[src/rtl/ps2_pkg.sv]
// Shared PS/2 keyboard byte constants, host command FSM states and parity helper.
package ps2_pkg;

    localparam logic [7:0] PS2_ACK      = 8'hFA;
    localparam logic [7:0] PS2_RESEND   = 8'hFE;
    localparam logic [7:0] PS2_SET_LED  = 8'hED;
    localparam logic [7:0] PS2_SET_RATE = 8'hF3;
    localparam logic [7:0] PS2_RESET    = 8'hFF;
    localparam logic [7:0] PS2_BAT_OK   = 8'hAA;

    typedef enum logic [2:0] {
        StIdle,
        StInhibit,
        StRts,
        StTxBits,
        StWaitResp,
        StDone,
        StFail
    } ps2_state_e;

    // Odd parity bit for a PS/2 frame: set when the byte holds an even number of ones.
    function automatic logic odd_parity(input logic [7:0] value);
        return ~^value;
    endfunction

endpackage

[src/rtl/ps2_tx_shifter.sv]
// Bit-level host-to-device frame shifter: start bit on load, then 8 data bits, parity,
// stop release and line-ACK sampling, each advanced by one PS/2 clock falling edge.
module ps2_tx_shifter
    import ps2_pkg::*;
(
    input  logic       clk,
    input  logic       rst_n,
    input  logic       load,
    input  logic       clear,
    input  logic [7:0] tx_byte,
    input  logic       fall_edge,
    input  logic       data_sync,
    output logic       data_oe,
    output logic       done,
    output logic       nack
);

    logic       active_q, active_d;
    logic [3:0] bit_idx_q, bit_idx_d;
    logic [7:0] shift_q, shift_d;
    logic       parity_q, parity_d;
    logic       data_oe_q, data_oe_d;

    // Edge 11 is the line-ACK sample; the device holds data low to acknowledge.
    always_comb begin
        done = active_q & fall_edge & (bit_idx_q == 4'd10);
        nack = done & data_sync;
    end

    // Next-state: clear aborts, load drives the start bit, each edge drives the next bit.
    always_comb begin
        active_d  = active_q;
        bit_idx_d = bit_idx_q;
        shift_d   = shift_q;
        parity_d  = parity_q;
        data_oe_d = data_oe_q;
        if (clear) begin
            active_d  = 1'b0;
            data_oe_d = 1'b0;
        end else if (load) begin
            active_d  = 1'b1;
            bit_idx_d = 4'd0;
            shift_d   = tx_byte;
            parity_d  = odd_parity(tx_byte);
            data_oe_d = 1'b1;
        end else if (active_q && fall_edge) begin
            bit_idx_d = bit_idx_q + 4'd1;
            if (bit_idx_q < 4'd8) begin
                // Open drain: pull low for a 0 bit, LSB first.
                data_oe_d = ~shift_q[0];
                shift_d   = {1'b0, shift_q[7:1]};
            end else if (bit_idx_q == 4'd8) begin
                data_oe_d = ~parity_q;
            end else if (bit_idx_q == 4'd9) begin
                data_oe_d = 1'b0;
            end else begin
                active_d  = 1'b0;
                data_oe_d = 1'b0;
            end
        end
    end

    // Shifter state registers.
    always_ff @(posedge clk or negedge rst_n) begin
        if (!rst_n) begin
            active_q  <= 1'b0;
            bit_idx_q <= 4'd0;
            shift_q   <= 8'd0;
            parity_q  <= 1'b0;
            data_oe_q <= 1'b0;
        end else begin
            active_q  <= active_d;
            bit_idx_q <= bit_idx_d;
            shift_q   <= shift_d;
            parity_q  <= parity_d;
            data_oe_q <= data_oe_d;
        end
    end

    assign data_oe = data_oe_q;

endmodule

[src/rtl/ps2_host_cmd_ctrl.sv]
// PS/2 host command sequencer: inhibit, request-to-send, frame transmit, FA/FE response
// handling with resends, per-phase timeouts and a single done/error result per command.
module ps2_host_cmd_ctrl
    import ps2_pkg::*;
#(
    parameter int unsigned CLK_HZ     = 50_000_000,
    parameter int unsigned INHIBIT_US = 100,
    parameter int unsigned TIMEOUT_MS = 20,
    parameter int unsigned MAX_RETRY  = 3
) (
    input  logic       clk,
    input  logic       rst_n,
    input  logic       cmd_valid,
    output logic       cmd_ready,
    input  logic [7:0] cmd_byte,
    input  logic       cmd_has_arg,
    input  logic [7:0] cmd_arg,
    input  logic       rx_valid,
    input  logic [7:0] rx_byte,
    input  logic       ps2_clk_async,
    input  logic       ps2_data_async,
    output logic       ps2_clk_oe,
    output logic       ps2_data_oe,
    output logic       busy,
    output logic       rx_owned,
    output logic       done,
    output logic       error
);

    localparam int unsigned INHIBIT_CYC = CLK_HZ / 1_000_000 * INHIBIT_US;
    localparam int unsigned TO_CYC      = CLK_HZ / 1000 * TIMEOUT_MS;
    localparam int unsigned CNT_MAX     = (TO_CYC > INHIBIT_CYC) ? TO_CYC : INHIBIT_CYC;
    localparam int unsigned CNT_W       = $clog2(CNT_MAX + 1);
    localparam int unsigned RETRY_W     = $clog2(MAX_RETRY + 2);

    localparam logic [CNT_W-1:0]   INHIBIT_LAST = CNT_W'(INHIBIT_CYC - 1);
    localparam logic [CNT_W-1:0]   TO_LAST      = CNT_W'(TO_CYC - 1);
    localparam logic [RETRY_W-1:0] RETRY_MAX    = RETRY_W'(MAX_RETRY);

    ps2_state_e         state_q, state_d;
    logic [CNT_W-1:0]   cnt_q, cnt_d;
    logic [RETRY_W-1:0] retry_q, retry_d;
    logic [7:0]         tx_byte_q, tx_byte_d;
    logic [7:0]         arg_q, arg_d;
    logic               arg_pend_q, arg_pend_d;

    logic clk_s1, clk_s2, clk_s3;
    logic data_s1, data_s2;
    logic fall_edge, tx_fall;
    logic tx_load, tx_abort, tx_done, tx_nack;

    logic cmd_ready_q, cmd_ready_d;
    logic busy_q, busy_d;
    logic clk_oe_q, clk_oe_d;
    logic rx_owned_q, rx_owned_d;
    logic done_q, done_d;
    logic error_q, error_d;

    // Two-flop synchronizers plus one history flop on the clock line for edge detection.
    always_ff @(posedge clk or negedge rst_n) begin
        if (!rst_n) begin
            clk_s1  <= 1'b1;
            clk_s2  <= 1'b1;
            clk_s3  <= 1'b1;
            data_s1 <= 1'b1;
            data_s2 <= 1'b1;
        end else begin
            clk_s1  <= ps2_clk_async;
            clk_s2  <= clk_s1;
            clk_s3  <= clk_s2;
            data_s1 <= ps2_data_async;
            data_s2 <= data_s1;
        end
    end

    assign fall_edge = clk_s3 & ~clk_s2;
    // Edges seen while inhibiting (our own pull-down) or in RTS are not device clocks.
    assign tx_fall   = fall_edge & (state_q == StTxBits);

    ps2_tx_shifter u_tx_shifter (
        .clk       (clk),
        .rst_n     (rst_n),
        .load      (tx_load),
        .clear     (tx_abort),
        .tx_byte   (tx_byte_q),
        .fall_edge (tx_fall),
        .data_sync (data_s2),
        .data_oe   (ps2_data_oe),
        .done      (tx_done),
        .nack      (tx_nack)
    );

    // Next-state: command latch, inhibit timing, response decode, retries and timeouts.
    always_comb begin
        state_d    = state_q;
        cnt_d      = cnt_q;
        retry_d    = retry_q;
        tx_byte_d  = tx_byte_q;
        arg_d      = arg_q;
        arg_pend_d = arg_pend_q;
        tx_load    = 1'b0;
        tx_abort   = 1'b0;
        unique case (state_q)
            StIdle: begin
                if (cmd_valid) begin
                    tx_byte_d  = cmd_byte;
                    arg_d      = cmd_arg;
                    arg_pend_d = cmd_has_arg;
                    retry_d    = '0;
                    cnt_d      = '0;
                    state_d    = StInhibit;
                end
            end
            StInhibit: begin
                if (cnt_q == INHIBIT_LAST) begin
                    cnt_d   = '0;
                    tx_load = 1'b1;
                    state_d = StRts;
                end else begin
                    cnt_d = cnt_q + 1'b1;
                end
            end
            StRts: begin
                cnt_d   = '0;
                state_d = StTxBits;
            end
            StTxBits: begin
                // A device edge outranks a timeout landing in the same cycle.
                if (tx_done) begin
                    cnt_d   = '0;
                    state_d = tx_nack ? StFail : StWaitResp;
                end else if (tx_fall) begin
                    cnt_d = '0;
                end else if (cnt_q == TO_LAST) begin
                    tx_abort = 1'b1;
                    state_d  = StFail;
                end else begin
                    cnt_d = cnt_q + 1'b1;
                end
            end
            StWaitResp: begin
                if (rx_valid && (rx_byte == PS2_ACK)) begin
                    if (arg_pend_q) begin
                        tx_byte_d  = arg_q;
                        arg_pend_d = 1'b0;
                        retry_d    = '0;
                        cnt_d      = '0;
                        state_d    = StInhibit;
                    end else begin
                        state_d = StDone;
                    end
                end else if (rx_valid && (rx_byte == PS2_RESEND)) begin
                    if (retry_q < RETRY_MAX) begin
                        retry_d = retry_q + 1'b1;
                        cnt_d   = '0;
                        state_d = StInhibit;
                    end else begin
                        state_d = StFail;
                    end
                end else if (cnt_q == TO_LAST) begin
                    state_d = StFail;
                end else begin
                    cnt_d = cnt_q + 1'b1;
                end
            end
            StDone, StFail: state_d = StIdle;
            default:        state_d = StIdle;
        endcase
    end

    // Outputs are decoded from the next state so they register alongside it.
    always_comb begin
        cmd_ready_d = (state_d == StIdle);
        busy_d      = (state_d != StIdle);
        clk_oe_d    = (state_d == StInhibit);
        rx_owned_d  = (state_d == StWaitResp);
        done_d      = (state_d == StDone) || (state_d == StFail);
        error_d     = (state_d == StFail);
    end

    // FSM, counters, latched command and registered outputs.
    always_ff @(posedge clk or negedge rst_n) begin
        if (!rst_n) begin
            state_q     <= StIdle;
            cnt_q       <= '0;
            retry_q     <= '0;
            tx_byte_q   <= 8'd0;
            arg_q       <= 8'd0;
            arg_pend_q  <= 1'b0;
            cmd_ready_q <= 1'b1;
            busy_q      <= 1'b0;
            clk_oe_q    <= 1'b0;
            rx_owned_q  <= 1'b0;
            done_q      <= 1'b0;
            error_q     <= 1'b0;
        end else begin
            state_q     <= state_d;
            cnt_q       <= cnt_d;
            retry_q     <= retry_d;
            tx_byte_q   <= tx_byte_d;
            arg_q       <= arg_d;
            arg_pend_q  <= arg_pend_d;
            cmd_ready_q <= cmd_ready_d;
            busy_q      <= busy_d;
            clk_oe_q    <= clk_oe_d;
            rx_owned_q  <= rx_owned_d;
            done_q      <= done_d;
            error_q     <= error_d;
        end
    end

    assign cmd_ready  = cmd_ready_q;
    assign busy       = busy_q;
    assign ps2_clk_oe = clk_oe_q;
    assign rx_owned   = rx_owned_q;
    assign done       = done_q;
    assign error      = error_q;

endmodule
[config.mk]
export PLATFORM = sky130hd
export DESIGN_NAME = ps2_host_cmd_ctrl
export DESIGN_NICKNAME = d
export VERILOG_FILES = /design/src/rtl/ps2_pkg.sv /design/src/rtl/ps2_tx_shifter.sv /design/src/rtl/ps2_host_cmd_ctrl.sv
export SDC_FILE = /design/constraint.sdc
export NUM_CORES = 1
export LEC_CHECK = 0
export BUFFER_PORTS_ARGS = -buffer_cell sky130_fd_sc_hd__buf_2
export CAP_MARGIN = 10
export CORE_ASPECT_RATIO = 1.1
export CORE_UTILIZATION = 30
export CTS_BUF_LIST = sky130_fd_sc_hd__clkbuf_4 sky130_fd_sc_hd__clkbuf_8 sky130_fd_sc_hd__clkbuf_16
export CTS_CLUSTER_DIAMETER = 150
export DETAILED_ROUTE_END_ITERATION = 8
export GPL_ROUTABILITY_DRIVEN = 0
export PLACE_DENSITY_LB_ADDON = 0.12
export SYNTH_ARGS = -nofsm -noshare
export SYNTH_HDL_FRONTEND = slang
export SYNTH_SLANG_ARGS = --single-unit
export TNS_END_PERCENT = 30
[constraint.sdc]
create_clock -name clk -period 7 [get_ports clk]
set_clock_uncertainty 0.15 [all_clocks]
set_input_delay 0 -clock clk [delete_from_list [all_inputs] [get_ports clk]]
set_output_delay 0 -clock clk [all_outputs]
set_load 0.005 [all_outputs]
==> impl_metrics.tcl <==
set metrics [dict create \
    antenna_found_initial 0 \
    clock_path_buffers 2 \
    grt_pass1_vias 2876 \
    drc 0 \
    die_h_um 118 \
    synthTopCellsByArea "dfrtp_1 (43%), dfstp_2 (4.3%), mux2i_1 (4.1%)" \
    drt-total-wl_mm 8.73 \
    drv_slew 0 \
    die_area_sq_mm 0.0126 \
    crit_path_start_kind "register" \
    path_class "register to register" \
    post-route-min-period_ns 3.09 \
    num-fill-cells 1133 \
    nets 466 \
    final-hold-violation-count 0 \
    avgSynthCellArea_sq_um 9.92 \
    grt_util_all_layers 0.151 \
    root_buffer "clkbuf_16" \
    cts_resized 0 \
    hp-class "primary input to register" \
    power.total_mw 1.27 \
    rrSetupSlack_ns 3.91 \
    grt-ovfl-total 0 \
    synth_fp_nets 405 \
    arrival_ns 3.12 \
    yosysTopAreaCell "dfrtp_1" \
    maxCapViolCount 0 \
    synthDistinctLibCells 58 \
    grt-busiest-layer "met2" \
    slew_headroom 0.294 \
    num_vias 2937 \
    routed_via_density 5.03 \
    timing.final.crit_share 0.441 \
    syn_inst 368 \
    synth.ff_latch_count 69 \
    hold_depth 5 \
    synthArstFlopShare 1.00 \
    synth_edf_count 0 \
    synth_flop_cell "dfrtp_1" \
    die_w_um 107 \
    synth_common_cells "dfrtp_1 (63), nand2_1 (40), o21ai_0 (27), nor2_1 (20), a21oi_1 (19)" \
    peakVddDrop_mv 0.107 \
    yosysWarnings 0 \
    critPathCaptureType "register" \
    synth-seq-area-share 0.475 \
    status "finished, final reports clean" \
    place_hpwl_mm 6.13 \
    rsz0062_at_grt "no" \
    ios 38 \
    clk_pin_slew_ns 0.06 \
    core_sq_mm 0.0116 \
    drt_first_iter_violations 184 \
    p_leak_nw 1.99 \
    syn_to_final_growth_pct 23.7 \
    synth_top_area_share 0.432 \
    synth.most_common_cell "dfrtp_1" \
    grt_pass1_wl_mm 14.6 \
    drive_above_1_share 0.200 \
    initial_core_util 0.313 \
    drt_first_pass_iters 4 \
    mappedNetlistArea_sq_mm 0.00365 \
    setup_viol 0 \
    finalInstanceArea_sq_mm 0.00452 \
    cts_made_buffers 9 \
    grt_util_met1 0.212 \
    tns_ns 0 \
    num_rows 41 \
    clkSinkCount 69 \
    place_area_sq_mm 0.00399 \
    cp.required_ns 7.04 \
    insertion_delay_ns 0.33 \
    tightestPinTransition_ns 1.05 \
    worstPathMaxFanout 15 \
    power.density_mw_per_mm2 281 \
    tritoncts "built" \
    r2r.worst_path.cells 6 \
    n_antenna_cell 0 \
    wire_per_inst_um 15.0 \
    antenna_left 0 \
    grt_use_met3 0.0244 \
    port_buffers 37 \
    fmax_ghz 0.324 \
    grt_max_degree 70 \
    met2_usage 0.221 \
    htreeDepth 3 \
]
==> routing by layer <==
layer	vias to the layer above	part of all wire
li1	1471	-
met1	1384	0.50
met2	68	0.44
met3	14	0.032
met4	0	0.023
met5	-	0
==> metrics by stage <==
stage,instances,util,hold slack (ns),setup slack [ns]
2_1_floorplan,368,-,-0.446,4.66
5_1_grt,584,0.388,0.166,3.62
3_3_place_gp,546,0.343,-0.0431,3.97
3_5_place_dp,546,0.343,-0.0433,3.90
6_report,584,0.388,0.111,3.91
4_1_cts,584,0.388,0.112,3.90
==> cells in the final DEF (no fill, tap or decap), drive strengths merged, types with 6 or more instances in the layout <==
cell type,n
dlygate4sd3,22
a31oi,7
mux2,9
and3,10
dfstp,6
a21oi,19
mux2i,15
clkbuf,10
a211o,6
nor2,20
xnor2,7
nor4,7
nand3,16
ha,6
inv,16
buf,39
nand2,40
nor3,14
dfrtp,63
and2,6
o21ai,29
==> state kept, by name, summed over array words and instances (netlist names), 3 cells and up <==
signal / flops
u_tx_shifter.shift_q: 8
state_q: 3
u_tx_shifter.bit_idx_q: 4
arg_q: 8
cnt_q: 20
tx_byte_q: 8
retry_q: 3
==> power breakdown <==
part | leakage, nW | total, mW | switching, mW | internal [mW]
Clock | 0.140 | 0.460 | 0.176 | 0.284
Sequential | 0.882 | 0.569 | 0.0930 | 0.476
Combinational | 0.970 | 0.242 | 0.111 | 0.131
Total | 1.99 | 1.27 | 0.380 | 0.891
==> layout make-up <==
cell class / count / area [sq um] / area share
multi-input combinational: 272 / 1810 / 0.401
clock inverter: 6 / 62.6 / 0.0139
timing repair buffer: 61 / 420 / 0.0931
sequential: 69 / 1730 / 0.384
inverter: 16 / 60.1 / 0.0133
tap: 150 / 188 / 0.0416
clock buffer: 10 / 239 / 0.0529
==> worst paths after layout <==
path | from | endpoint
max in group asynchronous | rst_n | rx_owned
min in group asynchronous | rst_n | u_tx_shifter.shift_q[6]
worst max register to register | state_q[1] | cnt_q[2]
worst min register to register | data_s1 | data_s2
worst min-delay path | cmd_valid | retry_q[1]
worst max-delay path | state_q[1] | cnt_q[2]
==> kinds of logic (layout without fill, tap and decap cells) <==
kind of cell	count (synthesis)	in the layout	synth area share
flip-flops	69	69	0.475
buffers and inverters	27	93	0.0285
multiplexers	24	24	0.0689
AND/OR/NAND/NOR	141	141	0.209
adder cells (fa/ha/maj)	6	6	0.0206
AO/OA/AOI/OAI	89	89	0.169
XOR/XNOR	12	12	0.0288
==> what timing repair did <==
| action | CTS | global route |
|---|---|---|
| hold buffers | 22 | 0 |
| hold endpoints to repair | 83 | 0 |
| buffers inserted | 0 | 0 |
==> critical path: stages (launching register included) <==
cell and delay [ns]:
dfrtp_1 0.46, nor2_1 0.29, and2_1 0.66, o211ai_2 0.42, o211a_2 0.29, a31oi_1 0.47
o221ai_1 0.19
(Power assumes the default switching activity.)
